## src/rtl/digdug_hvgen.sv

```systemverilog
// digdug_hvgen
//   Video timing generator and pixel output stage for the DigDug core.
//   Divides MCLK down to a pixel enable, runs the PH/PV raster counters that
//   feed the core, and registers the core's pixel together with blanking and
//   sync so that all VID_* outputs share the same one-pixel latency.
//
//   Optional feature macro: SYNC_SHIFT_EN
//     defined   - sync windows are shifted by the signed HOFS/VOFS offsets,
//                 which are captured once per frame when FRAME fires.
//     undefined - sync windows start at HS_START/VS_START; HOFS/VOFS unused.
//
// Ports
//   MCLK     in   master clock (48 MHz)
//   RESET    in   synchronous reset, active high
//   HOFS     in   [3:0] signed horizontal sync shift, pixels
//   VOFS     in   [3:0] signed vertical sync shift, lines
//   POUT     in   [7:0] RRRGGGBB pixel from the core for the current PH/PV
//   PCLK_EN  out  one-MCLK pulse per pixel
//   PH       out  [8:0] horizontal pixel counter
//   PV       out  [8:0] vertical line counter
//   HBLK     out  horizontal blank, aligned with PH
//   VBLK     out  vertical blank, aligned with PV
//   FRAME    out  one-MCLK pulse when PV wraps to 0
//   VID_RGB  out  [7:0] registered pixel, zero while blanked
//   VID_HB   out  HBLK delayed one pixel
//   VID_VB   out  VBLK delayed one pixel
//   VID_HS   out  horizontal sync, aligned with VID_RGB
//   VID_VS   out  vertical sync, aligned with VID_RGB
module digdug_hvgen #(
    parameter int unsigned CLKDIV   = 8,
    parameter int unsigned HTOTAL   = 384,
    parameter int unsigned HVIS     = 288,
    parameter int unsigned HS_START = 304,
    parameter int unsigned HS_WIDTH = 32,
    parameter int unsigned VTOTAL   = 264,
    parameter int unsigned VVIS     = 224,
    parameter int unsigned VS_START = 240,
    parameter int unsigned VS_WIDTH = 8
) (
    input  logic       MCLK,
    input  logic       RESET,
    input  logic [3:0] HOFS,
    input  logic [3:0] VOFS,
    input  logic [7:0] POUT,
    output logic       PCLK_EN,
    output logic [8:0] PH,
    output logic [8:0] PV,
    output logic       HBLK,
    output logic       VBLK,
    output logic       FRAME,
    output logic [7:0] VID_RGB,
    output logic       VID_HB,
    output logic       VID_VB,
    output logic       VID_HS,
    output logic       VID_VS
);

    localparam int unsigned DW     = $clog2(CLKDIV);
    localparam logic [9:0]  HTOT10 = 10'(HTOTAL);
    localparam logic [9:0]  VTOT10 = 10'(VTOTAL);
    localparam logic [9:0]  HSW10  = 10'(HS_WIDTH);
    localparam logic [9:0]  VSW10  = 10'(VS_WIDTH);

    logic [DW-1:0] div;
    logic [8:0]    ph_next;
    logic [8:0]    pv_next;
    logic          frame_wrap;
    logic [8:0]    hs_start;
    logic [8:0]    vs_start;
    logic          hs_in;
    logic          vs_in;

    // Membership test for a sync window that may straddle the counter wrap:
    // distance from the window start, taken modulo total, must be < width.
    function automatic logic in_window(input logic [8:0] pos,
                                       input logic [8:0] start,
                                       input logic [9:0] width,
                                       input logic [9:0] total);
        logic [9:0] d;
        d = {1'b0, pos} + total - {1'b0, start};
        if (d >= total)
            d = d - total;
        return (d < width);
    endfunction

`ifdef SYNC_SHIFT_EN
    logic [3:0] hofs_q;
    logic [3:0] vofs_q;

    // (base + sext(ofs)) mod total; biased by total so the 10-bit sum never
    // goes negative, leaving at most two subtractions to bring it in range.
    function automatic logic [8:0] shift_mod(input logic [9:0] base,
                                             input logic [3:0] ofs,
                                             input logic [9:0] total);
        logic [9:0] v;
        logic [9:0] two_total;
        two_total = {total[8:0], 1'b0};
        v = base + total + {{6{ofs[3]}}, ofs};
        if (v >= two_total)
            v = v - two_total;
        else if (v >= total)
            v = v - total;
        return v[8:0];
    endfunction

    // Offsets change only at the frame boundary so a frame is never torn.
    always_ff @(posedge MCLK) begin
        if (RESET) begin
            hofs_q <= '0;
            vofs_q <= '0;
        end else if (FRAME) begin
            hofs_q <= HOFS;
            vofs_q <= VOFS;
        end
    end

    always_comb begin
        hs_start = shift_mod(10'(HS_START), hofs_q, HTOT10);
        vs_start = shift_mod(10'(VS_START), vofs_q, VTOT10);
    end
`else
    logic unused_ofs;
    assign unused_ofs = ^{HOFS, VOFS};

    always_comb begin
        hs_start = 9'(HS_START);
        vs_start = 9'(VS_START);
    end
`endif

    assign PCLK_EN = (div == DW'(CLKDIV - 1));

    always_comb begin
        ph_next    = PH + 9'd1;
        pv_next    = PV;
        frame_wrap = 1'b0;
        if (PH == 9'(HTOTAL - 1)) begin
            ph_next = '0;
            if (PV == 9'(VTOTAL - 1)) begin
                pv_next    = '0;
                frame_wrap = 1'b1;
            end else begin
                pv_next = PV + 9'd1;
            end
        end
    end

    always_comb begin
        hs_in = in_window(PH, hs_start, HSW10, HTOT10);
        vs_in = in_window(PV, vs_start, VSW10, VTOT10);
    end

    always_ff @(posedge MCLK) begin
        if (RESET) begin
            div     <= '0;
            PH      <= '0;
            PV      <= '0;
            HBLK    <= 1'b0;
            VBLK    <= 1'b0;
            FRAME   <= 1'b0;
            VID_RGB <= '0;
            VID_HB  <= 1'b1;
            VID_VB  <= 1'b1;
            VID_HS  <= 1'b0;
            VID_VS  <= 1'b0;
        end else begin
            FRAME <= 1'b0;
            if (PCLK_EN) begin
                div   <= '0;
                PH    <= ph_next;
                PV    <= pv_next;
                // Blanks follow the next counter values so they move with PH/PV.
                HBLK  <= (ph_next >= 9'(HVIS));
                VBLK  <= (pv_next >= 9'(VVIS));
                FRAME <= frame_wrap;
                // Output stage captures the pixel for the PH/PV now ending.
                VID_RGB <= (HBLK | VBLK) ? '0 : POUT;
                VID_HB  <= HBLK;
                VID_VB  <= VBLK;
                VID_HS  <= hs_in;
                VID_VS  <= vs_in;
            end else begin
                div <= div + DW'(1);
            end
        end
    end

endmodule

```

## config.mk

```make
export PLATFORM = sky130hd
export DESIGN_NAME = digdug_hvgen
export DESIGN_NICKNAME = d
export VERILOG_FILES = /design/src/rtl/digdug_hvgen.sv
export SDC_FILE = /design/constraint.sdc
export NUM_CORES = 1
export LEC_CHECK = 0
export CAP_MARGIN = 20
export CORE_ASPECT_RATIO = 1.4
export CORE_MARGIN = 2
export CORE_UTILIZATION = 36
export CTS_BUF_LIST = sky130_fd_sc_hd__clkbuf_8
export CTS_CLUSTER_DIAMETER = 100
export DETAILED_ROUTE_END_ITERATION = 12
export PLACE_DENSITY = 0.74
export SLEW_MARGIN = 20
export SYNTH_ARGS = -nofsm -noshare
export SYNTH_HDL_FRONTEND = slang
export SYNTH_SLANG_ARGS = --single-unit
```

## constraint.sdc

```tcl
create_clock -name MCLK -period 2.5 [get_ports MCLK]
set_input_delay 0.5 -clock MCLK [delete_from_list [all_inputs] [get_ports MCLK]]
set_output_delay 0.5 -clock MCLK [all_outputs]
set_load 0.05 [all_outputs]
```

==> metrics.json, run 1 <==
{
  "yosys": {
    "synthFlopType": "sky130_fd_sc_hd__dfxtp_1",
    "synth-seq-cells": 36,
    "synth_adder_area_share_pct": 9.20,
    "main_combinational_cell_family_by_area_after_synthesis": "simple AND/OR/NAND/NOR gates",
    "post_synth_instance_area_um2": 1900,
    "yosys.area_share.xor_xnor_pct": 6.44,
    "syn_area_per_cell_um2": 8.94,
    "ys_warn_count": 0,
    "syn-instance-count": 213,
    "yosys.area_share.simple_pct": 22.9,
    "synth_fp_nets": 245,
    "synth-edff-count": 0,
    "netlist-cell-type-count": 43,
    "synthMuxAreaShare_pct": 2.63,
    "synth_compound_area_share_pct": 15.1,
    "ys_seq_area_share_pct": 37.8,
    "synth_async_sr_flop_share_pct": 0
  },
  "clock_network": {
    "cts.clk_slew.worst_paths_ns": 0.07,
    "clk_path_buf_depth": 2,
    "cts.sink_count": 36,
    "cts_buffer_count": 5,
    "post-cts-setup-buffer-count": 0,
    "htreeDepth": 2,
    "tritoncts": "yes",
    "ctsRootBufferMaster": "sky130_fd_sc_hd__clkbuf_8",
    "cts_hold_buf": 0,
    "post_cts_resize_count": 0,
    "insertion_delay_ns": 0.29
  },
  "cells_and_area": {
    "storage_element_area_um2": 721,
    "areaGrowthSynthToFinish_pct": 30.8,
    "n_fill_cell": 512,
    "antenna-diode-count": 0,
    "leading_cell_type_in_the_layout_fill_and_taps_excluded": "sky130_fd_sc_hd__clkdlybuf4s50_1",
    "post_route_cells_drive_above_1_share_pct": 7.78,
    "area_of_the_multi_input_gates_um2": 1070,
    "final_cell_mix": "sky130_fd_sc_hd__clkdlybuf4s50_1 (42), sky130_fd_sc_hd__dfxtp_1 (36), sky130_fd_sc_hd__nor2_1 (26)",
    "nNetsFinal": 288
  },
  "placement": {
    "gp_congestion": 0.763,
    "io_buffer_count": 43,
    "detailedPlacementHpwl_mm": 3.04
  },
  "sta": {
    "finalSetupTns_ns": 0,
    "worstMarginPinSlew_ns": 0.825,
    "final-max-slew-violation-count": 0,
    "clock_skew_ns": 0.00848,
    "timing.final.crit_share_pct": 89.4,
    "relSlewSlack_pct": 44.6,
    "maximum_achievable_frequency_mhz": 447,
    "timing.final.setup_violations": 0,
    "hold_slack_ns": 0.427,
    "setup_repair_after_global_routing_missed_its_margin": "no",
    "fin_hold_viols": 0,
    "timing.final.crit_period_ns": 2.24
  },
  "floorplan": {
    "floorplan.rows": 31,
    "die_width_um": 65.5,
    "fp.dieH_um": 90.1,
    "die-area_um2": 5900,
    "initial_utilization_pct": 37.2,
    "core_area_um2": 5120,
    "design.portCount": 52
  },
  "global_route": {
    "initial_antenna_violation_count": 0,
    "gr-usage-all-layers_pct": 15.0,
    "gr-max-usage-layer": "met2",
    "routing_usage_on_met1_pct": 16.9,
    "grt_first_pass_wirelength_mm": 7.03,
    "groute.layer.met2.usage_pct": 26.4,
    "grt.overflow.total": 0,
    "grt_max_degree": 20,
    "use_met3_pct": 3.88,
    "grt_pass1_vias": 1557
  },
  "worst_setup_path": {
    "worst-endpoint-required_ns": 2.00,
    "cp_data_arrival_time_ns": 1.74,
    "worstSetupStartpointType": "flop",
    "critPathMaxFanout": 10,
    "worst-setup-path-type": "reg2out",
    "worstSetupEndpointType": "output pin",
    "worst_path_largest_cell_delay_ns": 0.90,
    "cell_chain_of_the_critical_path": "clkdlybuf4s50_1",
    "worst_path_dominant_cell_family": "buffers and inverters",
    "cpMaxStageDelayCell": "sky130_fd_sc_hd__clkdlybuf4s50_1",
    "worst-path-buf-inv": 1
  },
  "routing": {
    "first_pass_iters": 4,
    "drt-vias-per-instance": 5.21,
    "route.vias.total": 1684,
    "residual_drc_count": 0,
    "drt-total-wl_mm": 4.19,
    "detail-route-antenna-nets": 0,
    "route.detailed.wl_per_inst_um": 13.0,
    "detailedRoute.firstIterationViolations": 62
  },
  "worst_hold_path": {
    "hp-class": "reg2reg"
  },
  "power_and_ir_drop": {
    "comb_power_share_pct": 4.0,
    "power_leakage_uw": 0.000967,
    "peakVddDrop_mv": 0.274,
    "power.sequential.fraction_pct": 55.3,
    "p_int_uw": 820,
    "p_sw_uw": 230,
    "power_density_nw_per_um2": 421,
    "switching_share_pct": 21.9,
    "clock_power_share_pct": 40.8
  },
  "flow_run": {
    "maxCapViolCount": 0
  },
  "status": {
    "outcome": "complete, no violations"
  }
}
==> kinds of logic after synthesis <==
kind of cell / count (synthesis)
multiplexers: 5
adder cells (fa/ha/maj): 14
AO/OA/AOI/OAI: 41
flip-flops: 36
XOR/XNOR: 14
AND/OR/NAND/NOR: 80
buffers and inverters: 23
==> worst register-to-register path: cells and delay by family (launching register included) <==
family                   cells  cell delay [ns]
AND/OR/NAND/NOR              3             0.53
flip-flops                   1             0.49
XOR/XNOR                     1             0.18
AO/OA/AOI/OAI                1             0.25
adder cells (fa/ha/maj)      1             0.30
buffers and inverters        1             0.19
==> cells in the mapped netlist (2+ instances only) <==
cell | number | area, um^2
sky130_fd_sc_hd__ha_1 | 14 | 175
sky130_fd_sc_hd__o21ai_0 | 2 | 10.0
sky130_fd_sc_hd__buf_6 | 3 | 33.8
sky130_fd_sc_hd__and2_1 | 6 | 37.5
sky130_fd_sc_hd__o22ai_1 | 3 | 18.8
sky130_fd_sc_hd__nand4_1 | 7 | 43.8
sky130_fd_sc_hd__nand2_1 | 13 | 48.8
sky130_fd_sc_hd__nor4_1 | 6 | 37.5
sky130_fd_sc_hd__nor2_1 | 26 | 97.6
sky130_fd_sc_hd__mux2i_1 | 5 | 50.1
sky130_fd_sc_hd__dfxtp_1 | 36 | 721
sky130_fd_sc_hd__xnor2_1 | 9 | 78.8
sky130_fd_sc_hd__buf_2 | 2 | 10.0
sky130_fd_sc_hd__xor2_1 | 5 | 43.8
sky130_fd_sc_hd__a22o_1 | 8 | 70.1
sky130_fd_sc_hd__nor2b_1 | 3 | 18.8
sky130_fd_sc_hd__nor3_1 | 3 | 15.0
sky130_fd_sc_hd__a211o_1 | 4 | 35.0
sky130_fd_sc_hd__inv_1 | 10 | 37.5
sky130_fd_sc_hd__clkbuf_1 | 7 | 26.3
sky130_fd_sc_hd__a21oi_1 | 12 | 60.1
sky130_fd_sc_hd__o31ai_1 | 2 | 15.0
sky130_fd_sc_hd__a21o_1 | 6 | 45.0
sky130_fd_sc_hd__and3_1 | 2 | 12.5
==> through the flow <==
stage / std cells / worst slack (ns) / utilization (%) / total power [uW] / instance area [um^2]
floorplan: 213 / 0.211 / - / 612 / 1900
finish: 323 / 0.264 / 48.7 / 1050 / 2490
CTS: 323 / 0.256 / 48.7 / 1060 / 2490
detailed placement: 315 / 0.350 / 46.8 / 635 / 2400
global route: 323 / 0.197 / 48.7 / 1090 / 2490
global placement: 315 / 0.378 / 46.8 / 634 / 2400
==> power groups by stage <==
stage,clock (uW),combinational (uW),sequential (uW)
finish,428,41.7,580
global route,467,45.8,581
CTS,439,42.4,580
detailed placement,0,41.5,594
global placement,0,40.5,593
floorplan,0,15.5,596
==> per-layer routing <==
metal / vias to the layer above / part of all wire [%]
li1: 836 / -
met1: 813 / 42
met2: 30 / 54
met3: 5 / 3.2
met4: 0 / 1.5
met5: - / 0
==> registers in the layout, indices dropped and copies added, names as in the netlist <==
signal / flops
div: 3
FRAME: 1
VBLK: 1
VID_HB: 1
VID_RGB: 8
VID_VB: 1
HBLK: 1
VID_HS: 1
PV: 9
PH: 9
VID_VS: 1
==> cell type report <==
class                   count  share of cell area [%]
flip-flops and latches     36                    28.9
clock inverters             2                   0.402
multi-input cells         154                    43.0
clock buffers               6                    3.31
repair buffers             49                    19.5
inverters                  10                    1.51
well taps                  66                    3.31
==> worst paths after layout <==
check        startpoint     end  slack (ns)  cells past startpoint
min              div[0]  div[0]        0.43                      1
max reg2reg       PH[4]    VBLK        0.46                      7
max               PV[6]   PV[6]        0.26                      1
min reg2reg      div[0]  div[0]        0.43                      1
Note: power is estimated with default switching activity, not from simulation.
==> run 2, diff against run 1 <==
PLACE_DENSITY = 0.69   (was 0.74)
==> run 2 against run 1 <==
  * Combinational power is 1% lower
  * Final cell count is the same
  * Clock power barely moved
  * Worst hold slack about the same
  * Highest routed layer unchanged
==> metrics.json, run 2 (synthesis gave the netlist of run 1 again) <==
{
  "status": {
    "outcome": "complete, no violations"
  },
  "power_and_ir_drop": {
    "switching_share": {"value": 21.9, "unit": "%", "change": "+0.038 points"},
    "power_leakage": {"value": 0.000967, "unit": "uW", "change": "about the same"},
    "power.sequential.fraction": {"value": 55.3, "unit": "%", "change": "about the same"},
    "p_int": {"value": 820, "unit": "uW", "change": "about the same"},
    "power_density": {"value": 421, "unit": "nW/um^2", "change": "about the same"},
    "p_sw": {"value": 230, "unit": "uW", "change": "+0.18%"},
    "peakVddDrop": {"value": 0.282, "unit": "mV", "change": "+2.7%"},
    "clock_power_share": {"value": 40.8, "unit": "%", "change": "about the same"},
    "comb_power_share": {"value": 3.9, "unit": "%", "change": "about the same"}
  },
  "sta": {
    "timing.final.crit_share": {"value": 89.4, "unit": "%", "change": "about the same"},
    "clock_skew": {"value": 0.00479, "unit": "ns", "change": "-0.00369 ns"},
    "final-max-slew-violation-count": {"value": 0, "change": "unchanged"},
    "timing.final.setup_violations": {"value": 0, "change": "unchanged"},
    "maximum_achievable_frequency": {"value": 447, "unit": "MHz", "change": "about the same"},
    "timing.final.crit_period": {"value": 2.24, "unit": "ns", "change": "-0.000420 ns"},
    "worstMarginPinSlew": {"value": 0.916, "unit": "ns", "change": "+0.0917 ns"},
    "setup_repair_after_global_routing_missed_its_margin": "no",
    "finalSetupTns": {"value": 0, "unit": "ns", "change": "unchanged"},
    "fin_hold_viols": {"value": 0, "change": "unchanged"},
    "relSlewSlack": {"value": 38.4, "unit": "%", "change": "-6.2 points"}
  },
  "clock_network": {
    "insertion_delay": {"value": 0.29, "unit": "ns", "change": "about the same"},
    "cts_buffer_count": {"value": 5, "change": "unchanged"},
    "post-cts-setup-buffer-count": {"value": 0, "change": "unchanged"},
    "cts_hold_buf": {"value": 0, "change": "unchanged"},
    "cts.clk_slew.worst_paths": {"value": 0.07, "unit": "ns", "change": "about the same"},
    "htreeDepth": {"value": 2, "change": "unchanged"},
    "clk_path_buf_depth": {"value": 2, "change": "unchanged"},
    "tritoncts": "yes",
    "post_cts_resize_count": {"value": 0, "change": "unchanged"},
    "ctsRootBufferMaster": "sky130_fd_sc_hd__clkbuf_8",
    "cts.sink_count": {"value": 36, "change": "unchanged"}
  },
  "routing": {
    "drt-total-wl": {"value": 4.15, "unit": "mm", "change": "-0.98%"},
    "route.detailed.wl_per_inst": {"value": 12.8, "unit": "um", "change": "-0.98%"},
    "detail-route-antenna-nets": {"value": 0, "change": "unchanged"},
    "route.vias.total": {"value": 1617, "change": "-4.0%"},
    "detailedRoute.firstIterationViolations": {"value": 52, "change": "-16%"},
    "drt-vias-per-instance": {"value": 5.01, "change": "-4.0%"},
    "first_pass_iters": {"value": 4, "change": "unchanged"},
    "residual_drc_count": {"value": 0, "change": "unchanged"}
  },
  "global_route": {
    "groute.layer.met2.usage": {"value": 24.4, "unit": "%", "change": "-2.0 points"},
    "use_met3": {"value": 4.01, "unit": "%", "change": "+0.13 points"},
    "initial_antenna_violation_count": {"value": 0, "change": "unchanged"},
    "gr-max-usage-layer": "met2",
    "grt_first_pass_wirelength": {"value": 6.96, "unit": "mm", "change": "-0.98%"},
    "grt_max_degree": {"value": 20, "change": "unchanged"},
    "grt.overflow.total": {"value": 0, "change": "unchanged"},
    "gr-usage-all-layers": {"value": 14.8, "unit": "%", "change": "-0.14 points"},
    "routing_usage_on_met1": {"value": 18.0, "unit": "%", "change": "+1.1 points"},
    "grt_pass1_vias": {"value": 1459, "change": "-6.3%"}
  },
  "placement": {
    "dp.cells": {"value": 315, "change": "unchanged"},
    "detailedPlacementHpwl": {"value": 3.05, "unit": "mm", "change": "+0.30%"},
    "io_buffer_count": {"value": 43, "change": "unchanged"},
    "gp_congestion": {"value": 0.815, "change": "+6.9%"}
  },
  "worst_setup_path": {
    "cell_chain_of_the_critical_path": "clkdlybuf4s50_1",
    "cpMaxStageDelayCell": "sky130_fd_sc_hd__clkdlybuf4s50_1",
    "worstSetupStartpointType": "flop",
    "worst_path_largest_cell_delay": {"value": 0.88, "unit": "ns", "change": "-0.02 ns"},
    "worst-endpoint-required": {"value": 2.00, "unit": "ns", "change": "about the same"},
    "cp_data_arrival_time": {"value": 1.74, "unit": "ns", "change": "about the same"},
    "worst-path-buf-inv": {"value": 1, "change": "unchanged"},
    "r2r_slack": {"value": 0.34, "unit": "ns", "change": "-0.12 ns"},
    "worst-setup-path-type": "reg2out",
    "worst_path_dominant_cell_family": "buffers and inverters",
    "critPathMaxFanout": {"value": 11, "change": "+1"},
    "regToRegEndpoint": "VID_RGB[5]",
    "reg2reg_depth": {"value": 5, "change": "-2"},
    "crit-reg2reg-launch": "div[0]",
    "worstSetupEndpointType": "output pin"
  },
  "cells_and_area": {
    "top_regs": "PH x9, PV x9, VID_RGB x8",
    "n_fill_cell": {"value": 514, "change": "+0.39%"},
    "areaGrowthSynthToFinish": {"value": 30.8, "unit": "%", "change": "unchanged"},
    "area_of_the_multi_input_gates": {"value": 1070, "unit": "um^2", "change": "unchanged"},
    "nNetsFinal": {"value": 288, "change": "unchanged"},
    "leading_cell_type_in_the_layout_fill_and_taps_excluded": "sky130_fd_sc_hd__clkdlybuf4s50_1",
    "storage_element_area": {"value": 721, "unit": "um^2", "change": "unchanged"},
    "final_cell_count_no_fill": {"value": 323, "change": "unchanged"},
    "post_route_cells_drive_above_1_share": {"value": 7.78, "unit": "%", "change": "unchanged"},
    "finish.utilization": {"value": 48.7, "unit": "%", "change": "unchanged"},
    "final_cell_mix": "sky130_fd_sc_hd__clkdlybuf4s50_1 (42), sky130_fd_sc_hd__dfxtp_1 (36), sky130_fd_sc_hd__nor2_1 (26)",
    "antenna-diode-count": {"value": 0, "change": "unchanged"}
  },
  "floorplan": {
    "die_width": {"value": 65.5, "unit": "um", "change": "unchanged"},
    "fp.dieH": {"value": 90.1, "unit": "um", "change": "unchanged"},
    "die-area": {"value": 5900, "unit": "um^2", "change": "unchanged"},
    "initial_utilization": {"value": 37.2, "unit": "%", "change": "unchanged"},
    "design.portCount": {"value": 52, "change": "unchanged"},
    "core_area": {"value": 5120, "unit": "um^2", "change": "unchanged"},
    "floorplan.rows": {"value": 31, "change": "unchanged"}
  },
  "worst_hold_path": {
    "hp-class": "reg2reg",
    "whs_path_depth": {"value": 1, "change": "unchanged"},
    "timing.hold.worst_endpoint": "div[0]",
    "min-delay-start": "div[0]"
  },
  "flow_run": {
    "maxCapViolCount": {"value": 0, "change": "unchanged"}
  }
}
-- run 2: cell counts in the layout (fill, tap and decap cells not counted) --
No cell type changed its count.
-- run 2: cell type report --
type,count,share of cell area [%]
Tap cell,66,3.31
Clock inverter,2,0.402
Multi-Input combinational cell,154,43.0
Sequential cell,36,28.9
Timing Repair Buffer,49,19.5
Inverter,10,1.51
Clock buffer,6,3.31
-- run 2: layer usage --
layer	part of all wire, %	routed length [um]
met1	44	1810
met2	51	2120
met3	3.4	142
met4	1.8	73
met5	0	0
-- run 2: metrics by stage --
| stage | hold WS (ns) | instance area [um^2] | total power [uW] | setup WS (ns) |
|---|---|---|---|---|
| floorplan | 0.404 | 1900 | 612 | 0.211 |
| global placement | 0.412 | 2400 | 634 | 0.317 |
| detailed placement | 0.421 | 2400 | 635 | 0.306 |
| CTS | 0.432 | 2490 | 1070 | 0.229 |
| global route | 0.465 | 2490 | 1100 | 0.156 |
| finish | 0.427 | 2490 | 1050 | 0.265 |
-- run 2: how the worst max path moves through the flow --
stage                start         end  cells past startpoint
floorplan           div[0]       PV[4]                      8
global placement     RESET  VID_RGB[2]                      4
detailed placement   RESET  VID_RGB[5]                      4
CTS                  PV[3]       PV[3]                      1
global route         PV[3]       PV[3]                      1
finish               PV[3]       PV[3]                      1
-- run 2: power by group through the flow --
stage                     Sequential, uW  Clock (uW)  Combinational, uW
after floorplan                      596           0               15.5
after global placement               593           0               40.9
after detailed placement             593           0               41.6
after CTS                            580         446               41.7
after global routing                 581         471               45.6
final                                580         428               41.2
==> run 3, diff against run 2 <==
HOLD_SLACK_MARGIN = 0.08   (was default)
==> results of run 3 <==
Same layout as run 2: the final DEF is identical, and so are final timing and power.
==> edit, RTL diff (settings of run 3) <==
Set the parameter `CLKDIV` to 16 (it was 8).
--- a/src/rtl/digdug_hvgen.sv
+++ b/src/rtl/digdug_hvgen.sv
@@ -27,7 +27,7 @@
 //   VID_HS   out  horizontal sync, aligned with VID_RGB
 //   VID_VS   out  vertical sync, aligned with VID_RGB
 module digdug_hvgen #(
-    parameter int unsigned CLKDIV   = 8,
+    parameter int unsigned CLKDIV   = 16,
     parameter int unsigned HTOTAL   = 384,
     parameter int unsigned HVIS     = 288,
     parameter int unsigned HS_START = 304,
Formal check against the unedited RTL: not equivalent (a bounded check fails within 10 cycles, from zero or initial values and one cycle with RESET high).
==> edit against run 3 <==
  * Clock skew up 1.6 ps
  * Setup slack got worse by 30 ps
  * Synthesized area is 5.1% higher
  * Sequential cell count is 1 higher
  * Routed wire length rose by 5.2%
  * Power increased by 10%
  * Final area grew 3.1%
  * Global-route usage rose by 0.11 points
  * Largest cell class unchanged
  * Highest routed layer unchanged
==> edit: results (changes against run 3) <==
Yosys
The synthesized net count is 255 (was 245). The count of distinct cell types in the synthesized netlist is 55 (was 43). The compound-gate portion of the synthesized area was 15.3% (was 15.1%).

The number of warnings issued by yosys came to 0 (unchanged). The share of the synthesized netlist area taken by xor and xnor gates came to 3.94% (was 6.44%). The adder and majority gate portion of the synthesized area is 6.25% (was 9.20%). The mux cell area share after synthesis is 1.00% (was 2.63%).

Synth top cells by count: 37 x dfxtp_1, 31 x nand2_1, 23 x nor2_1, 14 x nand3_1, 10 x ha_1 (was 36 x dfxtp_1, 26 x nor2_1, 14 x ha_1, 13 x nand2_1, 12 x a21oi_1). The per-instance average area after synthesis is 8.82 sq um (was 8.94 sq um).

Placement
The placed instance count was 331 (was 315). The HPWL after detailed placement was 3100 microns (was 3050 microns). The placement-stage cell area came to 0.00245 sq mm (was 0.00240 sq mm). The final weighted congestion in routability-driven placement is 0.788 (was 0.815). The pre-CTS setup slack is 524 ps (was 306 ps).

Global routing
The met1 track demand over resource was 17.3% (was 18.0%). The pin count of the biggest net entering global routing is 22 (was 20). The overall track demand over capacity in global routing was 14.9% (was 14.8%). The via count of the first global-routing pass is 1616 (was 1459).

The fraction of met2 tracks used by global routing is 26.0% (was 24.4%). The global routing usage on met3 came to 2.94% (was 4.01%). The first-pass GRT wire length is 7250 microns (was 6960 microns).

Final layout
The final layout net count is 298 (was 288). The number of standard cells in the final layout excluding fillers is 339 (was 323). The layout cell share with drive strength beyond 1 is 10.3% (was 7.78%).

Critical path
The start point of the critical path was PV[5] (was PV[3]). The destination of the critical timing path is PV[5] (was PV[3]). The register-to-register setup slack is 500 ps (was 340 ps). The family of cells with the greatest summed delay on the critical path is buffers and inverters (unchanged). The end of the worst register-to-register path is VBLK (was VID_RGB[5]). The cell count of the worst reg-to-reg path is 6 (was 5).

The maximum fanout encountered on the critical timing path came to 12 (was 11). The launch point of the worst reg-to-reg path is PH[4] (was div[0]).

Worst hold path
The origin of the worst min-delay path was VID_VS (was div[0]). The number of cells on the worst hold path is 2 (was 1). The end point of the worst hold path is VID_VS (was div[0]).

Route
The initial detailed-routing violation count is 66 (was 52). The average detailed-routed wire length per instance is 12.9 microns (was 12.8 microns).

Pwr
The static leakage was 1.00 nW (was 0.967 nW). The maximum vdd ir drop came to 0.209 mV (was 0.282 mV).

STA
The worst-case headroom to the max-slew limit came to 64.5% (was 38.4%). The worst hold margin is 458 ps (was 427 ps). The final worst clock skew is 6.42 ps (was 4.79 ps).

The ratio of final minimum period to clock period was 90.6% (was 89.4%).

Outcome
Outcome: completed (unchanged).
edit: changes by cell type after synthesis, moves of 4 or more:
cell      before  now
nand2_1       13   31
a31oi_1        0    5
and2_1         6    2
ha_1          14   10
a21o_1         6    1
nand3_1        1   14
nand4_1        7    2
clkbuf_1       7    2
xnor2_1        9    4
a211o_1        4    0
edit: worst reg2reg max path, delay by kind of cell, from the launching register on:
| kind | cells | cell delay, ps |
|---|---|---|
| multiplexers | 1 | 230 |
| flip-flops | 1 | 480 |
| AND/OR/NAND/NOR | 4 | 940 |
| adder cells (fa/ha/maj) | 1 | 290 |
edit: metrics by stage:
| step | power [mW] | utilization (%) |
|---|---|---|
| 2_1_floorplan | 0.625 | - |
| 3_3_place_gp | 0.644 | 45.0 |
| 3_5_place_dp | 0.644 | 45.0 |
| 4_1_cts | 1.17 | 47.2 |
| 5_1_grt | 1.19 | 47.2 |
| 6_report | 1.16 | 47.2 |
edit: power by group:
part	switching (mW)	leakage [nW]	internal, mW
Sequential	0.00340	0.299	0.593
Combinational	0.0143	0.650	0.0195
Clock	0.229	0.0543	0.298
edit: cell families (layout without fill, tap and decap cells):
logic type | Yosys count | in the layout
buf+inv | 21 | 65
flops | 37 | 37
simple gates | 106 | 106
compound gates | 42 | 42
mux | 2 | 2
fa+ha+maj | 10 | 10
xor+xnor | 9 | 9
edit: layer usage:
metal  vias up  routed length (microns)
li1        888                        -
met1       817                     1960
met2        33                     2230
met3         3                      132
met4         0                       44
met5         -                        0
edit: final cells by class:
class | count | area (sq um)
clock buffer | 5 | 68.8
clock inverter | 3 | 46.3
fill | 534 | 2880
inverter | 10 | 37.5
multi-input combinational | 169 | 1130
sequential | 37 | 741
tap | 68 | 85.1
timing repair buffer | 47 | 458
